## src/rtl/circular_dma_pkg.sv

```systemverilog
// Shared types and constants for the circular DMA stream arbiter.
package circular_dma_pkg;

  typedef enum logic [1:0] {ST_IDLE, ST_HEADER, ST_DATA} arb_state_t;

  localparam logic [7:0] HDR_MAGIC = 8'hA5;

endpackage

```

## src/rtl/circular_dma_rr_select.sv

```systemverilog
// Round-robin search: first requesting index strictly after `last`, modulo N.
module circular_dma_rr_select #(
  parameter int N = 4
) (
  input  logic [N-1:0]         req,
  input  logic [$clog2(N)-1:0] last,
  output logic                 found,
  output logic [$clog2(N)-1:0] next
);

  localparam int IW = $clog2(N);

  always_comb begin : search
    logic [IW-1:0] cand;
    cand  = '0;
    found = 1'b0;
    next  = '0;
    // Offset 1..N puts `last` itself at the very end of the search order.
    for (int i = 1; i <= N; i++) begin
      cand = IW'((int'(last) + i) % N);
      if (!found && req[cand]) begin
        found = 1'b1;
        next  = cand;
      end
    end
  end

endmodule

```

## src/rtl/circular_dma_stream_arbiter.sv

```systemverilog
// Packet-granular round-robin arbiter feeding the circular DMA S2MM stream,
// optionally prefixing each packet with a header beat carrying the source index.
module circular_dma_stream_arbiter
  import circular_dma_pkg::*;
#(
  parameter int C_NUM_SOURCES = 4,
  parameter int C_AXIS_WIDTH  = 64,
  parameter int C_HEADER      = 1
) (
  input  logic                                  clk,
  input  logic                                  rst_n,
  input  logic                                  enable,
  input  logic [C_NUM_SOURCES*C_AXIS_WIDTH-1:0] s_axis_tdata,
  input  logic [C_NUM_SOURCES-1:0]              s_axis_tlast,
  input  logic [C_NUM_SOURCES-1:0]              s_axis_tvalid,
  output logic [C_NUM_SOURCES-1:0]              s_axis_tready,
  output logic [C_AXIS_WIDTH-1:0]               m_axis_tdata,
  output logic                                  m_axis_tlast,
  output logic                                  m_axis_tvalid,
  input  logic                                  m_axis_tready,
  output logic                                  busy,
  output logic [$clog2(C_NUM_SOURCES)-1:0]      grant_idx,
  output logic [31:0]                           pkt_count
);

  localparam int IW = $clog2(C_NUM_SOURCES);

  arb_state_t    state;
  logic [IW-1:0] last;
  logic          found;
  logic [IW-1:0] next_idx;
  logic          last_beat;

  circular_dma_rr_select #(.N(C_NUM_SOURCES)) u_rr_select (
    .req   (s_axis_tvalid),
    .last  (last),
    .found (found),
    .next  (next_idx)
  );

  assign last_beat = s_axis_tvalid[grant_idx] & m_axis_tready & s_axis_tlast[grant_idx];

  always_ff @(posedge clk or negedge rst_n) begin
    if (!rst_n) begin
      state     <= ST_IDLE;
      last      <= IW'(C_NUM_SOURCES - 1);
      grant_idx <= '0;
      pkt_count <= '0;
    end else begin
      case (state)
        ST_IDLE: begin
          if (enable && found) begin
            grant_idx <= next_idx;
            last      <= next_idx;
            state     <= (C_HEADER != 0) ? ST_HEADER : ST_DATA;
          end
        end
        ST_HEADER: begin
          if (m_axis_tready) state <= ST_DATA;
        end
        ST_DATA: begin
          if (last_beat) begin
            pkt_count <= pkt_count + 32'd1;
            state     <= ST_IDLE;
          end
        end
        default: state <= ST_IDLE;
      endcase
    end
  end

  // Outputs decode directly from registered state so an async reset clears them at once.
  always_comb begin
    s_axis_tready = '0;
    m_axis_tdata  = '0;
    m_axis_tlast  = 1'b0;
    m_axis_tvalid = 1'b0;
    case (state)
      ST_HEADER: begin
        m_axis_tvalid          = 1'b1;
        m_axis_tdata[15:8]     = HDR_MAGIC;
        m_axis_tdata[IW-1:0]   = grant_idx;
      end
      ST_DATA: begin
        m_axis_tdata             = s_axis_tdata[int'(grant_idx)*C_AXIS_WIDTH +: C_AXIS_WIDTH];
        m_axis_tlast             = s_axis_tlast[grant_idx];
        m_axis_tvalid            = s_axis_tvalid[grant_idx];
        s_axis_tready[grant_idx] = m_axis_tready;
      end
      default: ;
    endcase
  end

  assign busy = (state != ST_IDLE);

endmodule

```

## config.mk

```make
export PLATFORM = sky130hd
export DESIGN_NAME = circular_dma_stream_arbiter
export DESIGN_NICKNAME = d
export VERILOG_FILES = /design/src/rtl/circular_dma_pkg.sv /design/src/rtl/circular_dma_rr_select.sv /design/src/rtl/circular_dma_stream_arbiter.sv
export SDC_FILE = /design/constraint.sdc
export NUM_CORES = 1
export LEC_CHECK = 0
export CAP_MARGIN = 10
export CORE_AREA = 2 2 145 147
export DETAILED_ROUTE_END_ITERATION = 10
export DIE_AREA = 0 0 147 149
export GPL_TIMING_DRIVEN = 1
export SYNTH_ARGS = -nofsm -noshare
export SYNTH_HDL_FRONTEND = slang
export SYNTH_SLANG_ARGS = --single-unit
```

## constraint.sdc

```tcl
create_clock -name clk -period 3.8 [get_ports clk]
set_clock_uncertainty 0.1 [all_clocks]
set_input_delay 0.76 -clock clk [delete_from_list [all_inputs] [get_ports clk]]
set_output_delay 0.76 -clock clk [all_outputs]
set_load 0.05 [all_outputs]
```

* After elaboration in Yosys (flattened, before gate mapping)
Cells that the tools add are included.
** Word-level totals
- Flip-flop bits (word level) :: 38
- Logic and storage cells :: 70
- Input port bits :: 268
- Output and inout port bits :: 105
** Operators by class
- Magnitude comparators :: 6
- Equality and inequality tests :: 5
- Add/subtract/negate cells :: 5
- Shift-type cells :: 1
- Bitwise logic cells :: 3
- Mux-type cells :: 33
- Reductions and logical operators :: 13
** Operators by type and width (number)
- $shiftx A256 B9 Y64 :: 1
- $mux W48 :: 1
- $add A32 B1 Y32 const B :: 1
- $pmux W8 S2 :: 1
- $lt A2 B3 Y1 const B :: 5
- $mux W2 :: 7
- $bmux W1 S2 :: 6
- $mux W1 :: 12
- $mux W6 :: 1
- $ne A2 B2 Y1 const B :: 3
- $pmux W2 S3 :: 1
- $logic_and A1 B1 Y1 :: 5
- $add A2 B1 Y2 const B :: 2
- $add A2 B2 Y2 const B :: 2
- $and A4 B4 Y4 :: 1
- $mux W4 :: 1
- $pmux W2 S2 :: 1
- $reduce_and A2 Y1 :: 2
- $logic_not A1 Y1 :: 3
- $reduce_and A3 Y1 :: 1
- $and A1 B1 Y1 :: 2
- $demux W1 S2 :: 1
- $eq A2 B1 Y1 const B :: 1
- $eq A2 B2 Y1 const B :: 1
- 4 further kinds :: 4

* Depth between registers and ports, before layout
Gate-level depths: netlist of the first run.
- Word-level depth :: 16
- Mapped depth :: 8
- Depth with buffers taken out :: 7

* Cells and area by module
From an unflattened synthesis of the first run, not the netlist that was laid out.
** Second synthesis, totals
- Cells, all modules :: 352
- Area, all modules :: 4063.9 µm²
** By module, submodules not included
- circular_dma_stream_arbiter :: area each 3972.6 µm², cells an instance 338, times used 1, seq. area each 953.4 µm²
- circular_dma_rr_select :: area each 91.3 µm², cells an instance 14, times used 1, seq. area each 0.0 µm²

* Worst setup path before layout of the first run
Ideal clock, no wire load.
- Kind :: reg2out
- Start :: reg grant_idx[1]
- End :: out s_axis_tready[0]
- Data required time :: 2.940 ns
- Cell stages (with the launch flop) :: 5
- Path buffers :: 3
- Path slack :: 0.636 ns
- Arrival time :: 2.304 ns
- Cell sequence :: dfrtp_1 > buf_4 > buf_2 > buf_1 > nor3_1
** Between the ends
- Cells in the longest elaborated chain, start to end :: 6
- Elaborated cells on any way between the ends :: 7
- Those cells by class :: order compare: 2; mux: 3; bitwise: 1; reduce/logical: 1
** RTL lines
- start, declared :: RTL line circular_dma_stream_arbiter.sv:22 : output logic [$clog2(C_NUM_SOURCES)-1:0] grant_idx,
- start signal, assigned :: RTL line circular_dma_stream_arbiter.sv:53 : grant_idx <= next_idx;
- $lt A2 B3 Y1 (implied by the code) / $ge A2 B1 Y1 (equally long branches) :: RTL line circular_dma_stream_arbiter.sv:88 : s_axis_tready[grant_idx] = m_axis_tready;
- $logic_and A1 B1 Y1 (implied by the code) :: RTL line circular_dma_stream_arbiter.sv:88
- $mux W1 (implied by the code) :: RTL line circular_dma_stream_arbiter.sv:88
- $demux W1 S2 (*) :: RTL line circular_dma_stream_arbiter.sv:88
- $and A4 B4 Y4 (no source line) (*)
- $mux W4 (*) :: RTL line circular_dma_stream_arbiter.sv:78 : case (state)
- end, declared :: RTL line circular_dma_stream_arbiter.sv:16 : output logic [C_NUM_SOURCES-1:0] s_axis_tready,
Every way passes the cells marked *; elsewhere a longest branch is shown, timed or not.

* Worst setup path in the final report of the first run
- Start :: in s_axis_tdata[0]
- End :: out m_axis_tdata[0]
** Between the ends
- Cells in the longest elaborated chain, start to end :: 2
** RTL lines
- start, declared :: RTL line circular_dma_stream_arbiter.sv:13 : input logic [C_NUM_SOURCES*C_AXIS_WIDTH-1:0] s_axis_tdata,
- $shiftx A256 B9 Y64 :: RTL line circular_dma_stream_arbiter.sv:85 : m_axis_tdata = s_axis_tdata[int'(grant_idx)*C_AXIS_WIDTH +: C_AXIS_WIDTH];
- $pmux W2 S2 :: RTL line circular_dma_stream_arbiter.sv:78
- end, declared :: RTL line circular_dma_stream_arbiter.sv:17 : output logic [C_AXIS_WIDTH-1:0] m_axis_tdata,
No other way between the ends.

==> flow_summary_export.csv, run 1 <==
group,metric,value,unit
critical_path,crit_path_end_kind,"output port",
clocking,cts.reportedPaths.clkPinSlew,0.06,ns
route,route.met2.wl,9860,um
synthesis,ys.flop_type,"dfrtp_1",
clocking,htreeDepth,2,
finish,final_common_cell,"clkdlybuf4s50_1",
finish,seqCellArea,961,sq um
placement,dp.cells,985,
power_and_ir_drop,p_leak,3.17,nW
route,wl_met1,7770,um
critical_path,critical_path_class,"in -> out",
route,wl_met3,2090,um
synthesis,ys_warn_count,0,
finish,layout_common_cells,"368 x clkdlybuf4s50_1, 66 x mux4_2, 62 x and2_1, 34 x dfrtp_1, 21 x xnor2_1",
timing,hold_viol_final,0,
placement,hpwl,16900,um
clocking,clock_path_buffers,2,
synthesis,syn-instance-count,356,
synthesis,synth_fp_nets,629,
global_routing,grt_max_degree,39,
finish,syn_to_final_growth,107,%
global_routing,grt_pass1_wl,29400,um
timing,period_minus_slack,3.55,ns
route,final_antenna_net_count,0,
route,routedWlPerCell,20.1,um
timing,tns,0,ns
route,drt_iter0_drc,142,
synthesis,ys_seq_elements,38,
route,detailroute.via_count,4562,
placement,pre_cts_slack,0.221,ns
power_and_ir_drop,ir_drop,0.000415,V
power_and_ir_drop,power,4.49,mW
power_and_ir_drop,pwr-share-seq,0.135,
global_routing,grt_pass1_vias,4762,
finish,layout-drive-gt1-share,0.145,
synthesis,synth_edf_count,0,
clocking,cts_buffers,5,
timing,fin_crit_sh,0.935,
critical_path,path_common_cell,"clkdlybuf4s50_1",
route,routed_wl,20100,um
synthesis,ys_seq_area_frac,0.238,
run_status,status,"complete, no violations",
power_and_ir_drop,power.density,543,mW/mm^2
critical_path,slowest_delay,0.74,ns
power_and_ir_drop,netSwitchingFraction,0.476,
power_and_ir_drop,combPwrFrac,0.773,
timing,holdWs,0.386,ns
clocking,cts_root_buf,"clkbuf_16",
critical_path,crit_family,"buffers and inverters",
synthesis,avgSynthCellArea,11.3,sq um
synthesis,netlist_area,0.00401,sq mm
global_routing,antenna_found_initial,7,
timing,rsz0062_at_grt,"false",
power_and_ir_drop,power.internal,2.35,mW
clocking,ctsHoldBuffers,0,
critical_path,cp_data_required_time,2.94,ns
placement,portBuffers,372,
floorplan,io_pins,373,
synthesis,synth_top_area_frac,0.371,
finish,fill_cells,2009,
synthesis,synth_cell_types,39,
placement,place_area,0.00809,sq mm
route,top_layer_used,"met5",
critical_path,critPathBufInv,2,
critical_path,path_cells,"clkdlybuf4s50_1 -> mux4_2 -> a22oi_1 -> nor2b_1 -> clkdlybuf4s50_1",
finish,stdcell_count,999,
worst_hold_path,hp-class,"reg -> reg",
critical_path,cp-start-kind,"input port",
finish,multi_input_area,0.00289,sq mm
finish,nNetsFinal,994,
finish,final_core_util,0.403,
global_routing,grt_overflow,0,
floorplan,die-height,149,um
placement,place_congestion,0.814,
floorplan,rows,53,
timing,fin_ws,0.247,ns
finish,final_area,0.00828,sq mm
synthesis,synth_area_leaders,"mux4_2 37%, dfrtp_1 22%, and2_1 9.7%",
floorplan,core_region_area,0.0206,sq mm
floorplan,dieWidth,147,um
route,first_pass_iters,4,
timing,max_freq,281,MHz
timing,max_slew_margin,0.296,
route,drc,0,
synthesis,synth_area_leader_cell,"mux4_2",
clocking,cts_tree,"yes",
synthesis,async_reset_ff_frac,1.00,
route,vias_per_cell,4.57,
clocking,clock_latency,0.28,ns
timing,slew_viol_final,0,
power_and_ir_drop,clock_power_share,0.092,
critical_path,cp_max_fo,1,
clocking,cts_sinks,38,
floorplan,die_area,0.0219,sq mm
critical_path,critPathSlowestCell,"clkdlybuf4s50_1",
timing,worst_pin_slew,1.05,ns
floorplan,start_util,0.195,
timing,setup_viol,0,
global_routing,grt_use_total,0.177,
flow_run,max-cap-violations,0,
power_and_ir_drop,power_switching,2.14,mW
critical_path,critical_path_arrival,2.69,ns
==> worst register-to-register path, stage by stage, from the launching register on <==
cell     delay [ns]
dfrtp_4        0.75
buf_4          0.25
mux4_2         0.56
and2_4         0.19
nand2_1        0.09
a21oi_1        0.07
mux2_1         0.31
==> cell type report <==
class                      instances  area share
antenna                            2    0.000604
sequential                        38       0.116
clock inverter                     2     0.00151
tap                              275      0.0416
timing repair buffer             388       0.471
multi-input combinational        278       0.348
inverter                          10     0.00453
clock buffer                       6      0.0168
==> cells in the mapped netlist, types with 2 or more instances <==
library cell,number
dfstp_2,2
mux4_2,66
nor2_1,8
a22oi_1,2
buf_1,2
xnor2_1,21
dfrtp_1,36
buf_4,3
o21ai_0,4
and3_1,10
nand2b_1,2
nand4_1,8
mux2_1,2
nand2_1,19
o22ai_1,2
nor2b_1,8
buf_2,8
nor3_1,10
inv_1,10
and4_1,4
a21oi_1,10
ha_1,5
and2_1,62
xor2_1,10
clkbuf_1,17
nand3_1,12
==> logic make-up after synthesis <==
family | share of synthesized area
DFF | 0.238
buffers and inverters | 0.0428
and+or+nand+nor | 0.222
AOI/OAI and AO/OA | 0.0372
adders and majority gates | 0.0156
muxes | 0.377
xor gates and xnor gates | 0.0677
==> state kept, by name, summed over array words and instances, names as in the netlist <==
name,count
grant_idx,2
state,2
last,2
pkt_count,32
==> power by group through the flow <==
stage          Clock (mW)  Combinational [mW]  Sequential (mW)
3_3_place_gp            0                3.43            0.660
6_report            0.414                3.47            0.608
3_5_place_dp            0                3.45            0.661
4_1_cts             0.425                3.45            0.654
5_1_grt             0.445                3.67            0.622
2_1_floorplan           0                2.26            0.573
==> per-layer routing <==
layer  track usage  vias to the layer above
met1         0.206                     2227
met3        0.0682                       26
met2         0.314                      227
li1              -                     2074
met5             0                        -
met4        0.0298                        8
==> repair_timing <==
item                       in CTS  in global routing
setup endpoints to repair       0                  1
setup buffers                   0                  4
resized for setup               0                  0
==> path summary, 6_finish.rpt <==
path                            startpoint               to  slack (ns)  cells after the start
min in group asynchronous            rst_n    pkt_count[27]        0.96                      1
setup reg to reg              grant_idx[1]         state[0]        1.37                      6
hold reg to reg              pkt_count[31]    pkt_count[31]        0.39                      1
hold / removal               pkt_count[31]    pkt_count[31]        0.39                      1
max in group asynchronous            rst_n    pkt_count[14]        1.83                      2
setup / recovery           s_axis_tdata[0]  m_axis_tdata[0]        0.25                      5
(Power assumes the default switching activity.)
==> run 2: changes to the inputs <==
- ABC_CLOCK_PERIOD_IN_PS: default -> 3800
- CTS_BUF_LIST: default -> sky130_fd_sc_hd__clkbuf_4 sky130_fd_sc_hd__clkbuf_8
==> flow_summary_export.csv, run 2 (same netlist as run 1, synthesis figures left out) <==
group,metric,value,unit
run_status,status,"complete, no violations",
global_routing,grt_pass1_vias,4779,
critical_path,path_common_cell,"clkdlybuf4s50_1",
clocking,htreeDepth,2,
global_routing,antenna_found_initial,7,
global_routing,grt_use_total,0.178,
route,drc,0,
clocking,cts_root_buf,"clkbuf_8",
finish,nNetsFinal,994,
critical_path,cp_data_required_time,2.94,ns
critical_path,r2r_cells,6,
timing,setup_viol,0,
critical_path,critPathBufInv,2,
route,first_pass_iters,4,
floorplan,io_pins,373,
route,vias_per_cell,4.60,
timing,max_freq,281,MHz
floorplan,die-height,149,um
power_and_ir_drop,power.density,531,mW/mm^2
timing,slew_viol_final,0,
global_routing,grt_overflow,0,
clocking,clock_path_buffers,2,
placement,portBuffers,372,
critical_path,critical_path_class,"in -> out",
timing,holdWs,0.381,ns
finish,regMostFlops,"pkt_count",
placement,hpwl,16900,um
worst_hold_path,holdPathStages,1,
route,drt_iter0_drc,116,
route,final_antenna_net_count,0,
critical_path,critical_path_arrival,2.69,ns
power_and_ir_drop,ir_drop,0.000415,V
timing,tns,0,ns
worst_hold_path,min_from,"pkt_count[31]",
route,routedWlPerCell,20.2,um
finish,final_common_cell,"clkdlybuf4s50_1",
timing,max_slew_margin,0.309,
flow_run,max-cap-violations,0,
clocking,cts_buffers,5,
timing,fin_crit_sh,0.935,
route,routed_wl,20100,um
timing,hold_viol_final,0,
route,detailroute.via_count,4592,
floorplan,core_region_area,0.0206,sq mm
critical_path,cp_max_fo,1,
floorplan,rows,53,
power_and_ir_drop,p_leak,3.14,nW
clocking,cts_sinks,38,
clocking,cts.reportedPaths.clkPinSlew,0.08,ns
clocking,cts_tree,"yes",
finish,layout_common_cells,"368 x clkdlybuf4s50_1, 66 x mux4_2, 62 x and2_1, 34 x dfrtp_1, 21 x xnor2_1",
critical_path,rrSetupSlack,1.36,ns
floorplan,die_area,0.0219,sq mm
critical_path,cp-start-kind,"input port",
critical_path,critPathSlowestCell,"clkdlybuf4s50_1",
finish,syn_to_final_growth,105,%
global_routing,grt_max_degree,39,
critical_path,r2r-start,"grant_idx[1]",
timing,period_minus_slack,3.55,ns
worst_hold_path,holdPathEnd,"pkt_count[31]",
timing,rsz0062_at_grt,"false",
critical_path,worstReg2RegEnd,"state[0]",
floorplan,start_util,0.195,
finish,layout-drive-gt1-share,0.145,
clocking,clock_latency,0.29,ns
critical_path,slowest_delay,0.74,ns
worst_hold_path,hp-class,"reg -> reg",
critical_path,crit_family,"buffers and inverters",
critical_path,path_cells,"clkdlybuf4s50_1 -> mux4_2 -> a22oi_1 -> nor2b_1 -> clkdlybuf4s50_1",
timing,worst_pin_slew,1.03,ns
placement,place_congestion,0.814,
finish,largest_register_ffs,32,
global_routing,grt_pass1_wl,29400,um
critical_path,crit_path_end_kind,"output port",
floorplan,dieWidth,147,um
[run 2: changes by cell type in the layout (fill, tap and decap cells not counted)]
cell	before	now
clkbuf_8	1	6
clkbuf_16	5	0
[run 2: what timing repair did]
action / in CTS / in global routing
resized for setup: 0 / 0
buffers inserted: 0 / 4
setup endpoints to repair: 0 / 1
hold endpoints to repair: 0 / 0
hold buffers: 0 / 0
[run 2: cell type report]
class                   instances  area, sq um
clock inverters                 2         12.5
diodes                          2         5.00
repair buffers                388         3900
fillers                      2013        12300
well taps                     275          344
flip-flops and latches         38          961
multi-input cells             278         2890
clock buffers                   6         82.6
inverters                      10         37.5
[run 2: where the power goes]
part	total (mW)	internal, mW	switching [mW]
clock	0.292	0.146	0.146
combinational	3.47	1.63	1.84
sequential	0.608	0.463	0.145
[run 2: worst reg2reg max path: cells and delay by family (launching register included)]
kind                   cells  cell delay [ns]
AOI/OAI and AO/OA          1             0.07
buffers and inverters      1             0.25
DFF                        1             0.76
muxes                      2             0.87
and+or+nand+nor            2             0.28
[run 2: metrics by stage]
stage / setup slack [ns] / total power [mW] / area [sq um] / cells / utilization
CTS: 0.0366 / 4.41 / 8190 / 993 / 0.398
detailed placement: 0.221 / 4.11 / 8090 / 985 / 0.394
finish: 0.247 / 4.37 / 8220 / 999 / 0.400
global placement: 0.208 / 4.09 / 8090 / 985 / 0.394
floorplan: 0.636 / 2.83 / 4010 / 356 / -
global route: 0.146 / 4.61 / 8220 / 997 / 0.400
[run 2: worst max path at each step]
| stage | slack (ns) | startpoint | cells past startpoint | end |
|---|---|---|---|---|
| 3_3_place_gp | 0.21 | s_axis_tdata[0] | 5 | m_axis_tdata[0] |
| 6_report | 0.25 | s_axis_tdata[0] | 5 | m_axis_tdata[0] |
| 5_1_grt | 0.15 | state[0] | 7 | s_axis_tready[2] |
| 4_1_cts | 0.04 | grant_idx[0] | 5 | m_axis_tdata[0] |
| 3_5_place_dp | 0.22 | s_axis_tdata[0] | 5 | m_axis_tdata[0] |
| 2_1_floorplan | 0.64 | grant_idx[1] | 4 | s_axis_tready[0] |
[run 2: routing by layer]
metal	routed length, um	share of wire	vias to the layer above	track usage
met5	53	0.0026	-	0
met3	2080	0.10	31	0.0673
met1	7810	0.39	2253	0.207
li1	-	-	2071	-
met2	9860	0.49	229	0.315
met4	339	0.017	8	0.0341
==> run 3: changes to the inputs <==
- ABC_AREA: default -> 1
- CORE_AREA: 2 2 145 147 -> 2 2 144 146
- DIE_AREA: 0 0 147 149 -> 0 0 146 148
==> flow_summary_export.csv, run 3 <==
group,metric,value,unit
floorplan,rows,52,
clocking,ctsHoldBuffers,0,
floorplan,start_util,0.202,
worst_hold_path,hp-class,"reg -> reg",
synthesis,avgSynthCellArea,6.71,sq um
critical_path,cp-start-kind,"input port",
synthesis,synth_cell_types,36,
clocking,cts_sinks,38,
clocking,cts.reportedPaths.clkPinSlew,0.06,ns
critical_path,cp_data_required_time,2.94,ns
timing,fin_crit_sh,0.876,
synthesis,synth_area_leader_cell,"dfrtp_1",
critical_path,critical_path_class,"in -> out",
finish,final_area,0.00816,sq mm
timing,max_freq,300,MHz
synthesis,synth_most_common_cell,"nand2_1",
floorplan,die-height,148,um
route,first_pass_iters,5,
timing,period_minus_slack,3.33,ns
placement,place_congestion,0.906,
synthesis,ys_warn_count,0,
timing,setup_viol,0,
floorplan,dieWidth,146,um
timing,hold_viol_final,0,
route,final_antenna_net_count,0,
global_routing,grt_max_degree,49,
run_status,status,"complete, no violations",
synthesis,syn-instance-count,602,
route,vias_per_cell,4.79,
clocking,clock_latency,0.29,ns
route,routedWlPerCell,19.9,um
clocking,cts_buffers,5,
critical_path,cp_max_fo,5,
floorplan,die_area,0.0216,sq mm
finish,syn_to_final_growth,102,%
global_routing,grt_use_total,0.217,
timing,tns,0,ns
placement,pre_cts_slack,0.492,ns
power_and_ir_drop,power.density,580,mW/mm^2
timing,worst_pin_slew,0.890,ns
finish,fill_cells,2068,
placement,place_area,0.00806,sq mm
flow_run,max-cap-violations,0,
floorplan,io_pins,373,
synthesis,synth_fp_nets,875,
synthesis,ys_seq_area_frac,0.236,
power_and_ir_drop,ir_drop,0.000265,V
global_routing,grt_overflow,0,
synthesis,synth_common_cells,"137 x nand2_1, 116 x a22oi_1, 58 x a21oi_1, 40 x inv_1, 38 x nor2_1",
timing,holdWs,0.408,ns
clocking,cts_resized,0,
synthesis,synth_top_area_frac,0.223,
synthesis,synth_edf_count,0,
finish,final_common_cell,"clkdlybuf4s50_1",
floorplan,core_region_area,0.0200,sq mm
critical_path,critical_path_arrival,2.47,ns
timing,slew_viol_final,0,
finish,nNetsFinal,1226,
finish,largest_register_ffs,32,
finish,layout-drive-gt1-share,0.121,
synthesis,ys_seq_elements,38,
timing,rsz0062_at_grt,"false",
clocking,clock_path_buffers,2,
finish,final_core_util,0.407,
synthesis,netlist_area,0.00404,sq mm
route,drt_iter0_drc,258,
finish,layout_common_cells,"306 x clkdlybuf4s50_1, 137 x nand2_1, 116 x a22oi_1, 60 x buf_4, 58 x a21oi_1",
placement,portBuffers,372,
synthesis,synth_area_leaders,"dfrtp_1 22%, a22oi_1 22%, nand2_1 13%",
power_and_ir_drop,p_leak,3.24,nW
route,routed_wl,24500,um
placement,hpwl,20000,um
route,drc,0,
global_routing,grt_pass1_vias,5899,
clocking,cts_root_buf,"clkbuf_8",
route,detailroute.via_count,5887,
clocking,postCtsSetupBuffers,0,
critical_path,crit_path_end_kind,"output port",
finish,regMostFlops,"pkt_count",
timing,fin_ws,0.470,ns
clocking,cts_tree,"yes",
synthesis,async_reset_ff_frac,1.00,
synthesis,ys.flop_type,"dfrtp_1",
global_routing,antenna_found_initial,8,
timing,max_slew_margin,0.407,
clocking,htreeDepth,2,
global_routing,grt_pass1_wl,36100,um
## run 3: cell type report
| type | count | area [sq um] | share of cell area |
|---|---|---|---|
| inverter | 45 | 170 | 0.0208 |
| clock inverter | 1 | 7.51 | 0.000920 |
| timing repair buffer | 383 | 3840 | 0.470 |
| sequential | 38 | 953 | 0.117 |
| antenna | 6 | 15.0 | 0.00184 |
| tap | 270 | 338 | 0.0414 |
| multi-input combinational | 480 | 2760 | 0.338 |
| clock buffer | 7 | 83.8 | 0.0103 |
## run 3: layer usage
metal	track usage	vias to the layer above	share of wire
met5	0	-	0.00098
li1	-	2851	-
met3	0.0667	43	0.088
met4	0.0612	4	0.027
met2	0.367	258	0.48
met1	0.267	2731	0.40
## run 3: metrics by stage
step	std cells	total power, mW
after CTS	1224	4.76
after detailed placement	1216	4.44
after floorplan	602	2.99
after global placement	1216	4.43
final	1230	4.73
after global routing	1228	5.07
## run 3: kinds of logic (layout without fill, tap and decap cells)
family	count (synthesis)	in the layout	share of synthesized area
compound gates	212	212	0.348
xor+xnor	29	29	0.0628
fa+ha+maj	5	5	0.0155
buf+inv	84	436	0.0858
flops	38	38	0.236
other cells	0	6	0
simple gates	234	234	0.252
## run 3: worst paths after layout
kind                               start  depth (start not counted)  slack [ns]                to
max                        m_axis_tready                          4        0.47  s_axis_tready[3]
min                        pkt_count[15]                          2        0.41     pkt_count[15]
max reg2reg                 grant_idx[0]                          9        1.17     pkt_count[13]
min reg2reg                pkt_count[15]                          2        0.41     pkt_count[15]
max in group asynchronous          rst_n                          1        2.55     pkt_count[12]
min in group asynchronous          rst_n                          1        0.48     pkt_count[22]
## run 3: critical path: stages
cell and delay, ns:
clkdlybuf4s50_1 0.61, nand2_1 0.15, nor2_1 0.14, clkdlybuf4s50_1 0.81
## run 3: power breakdown
| group | switching, mW | leakage [nW] | internal, mW | total [mW] |
|---|---|---|---|---|
| clock network | 0.150 | 0.0453 | 0.144 | 0.295 |
| registers | 0.142 | 0.479 | 0.515 | 0.657 |
| logic | 2.43 | 2.71 | 1.36 | 3.78 |
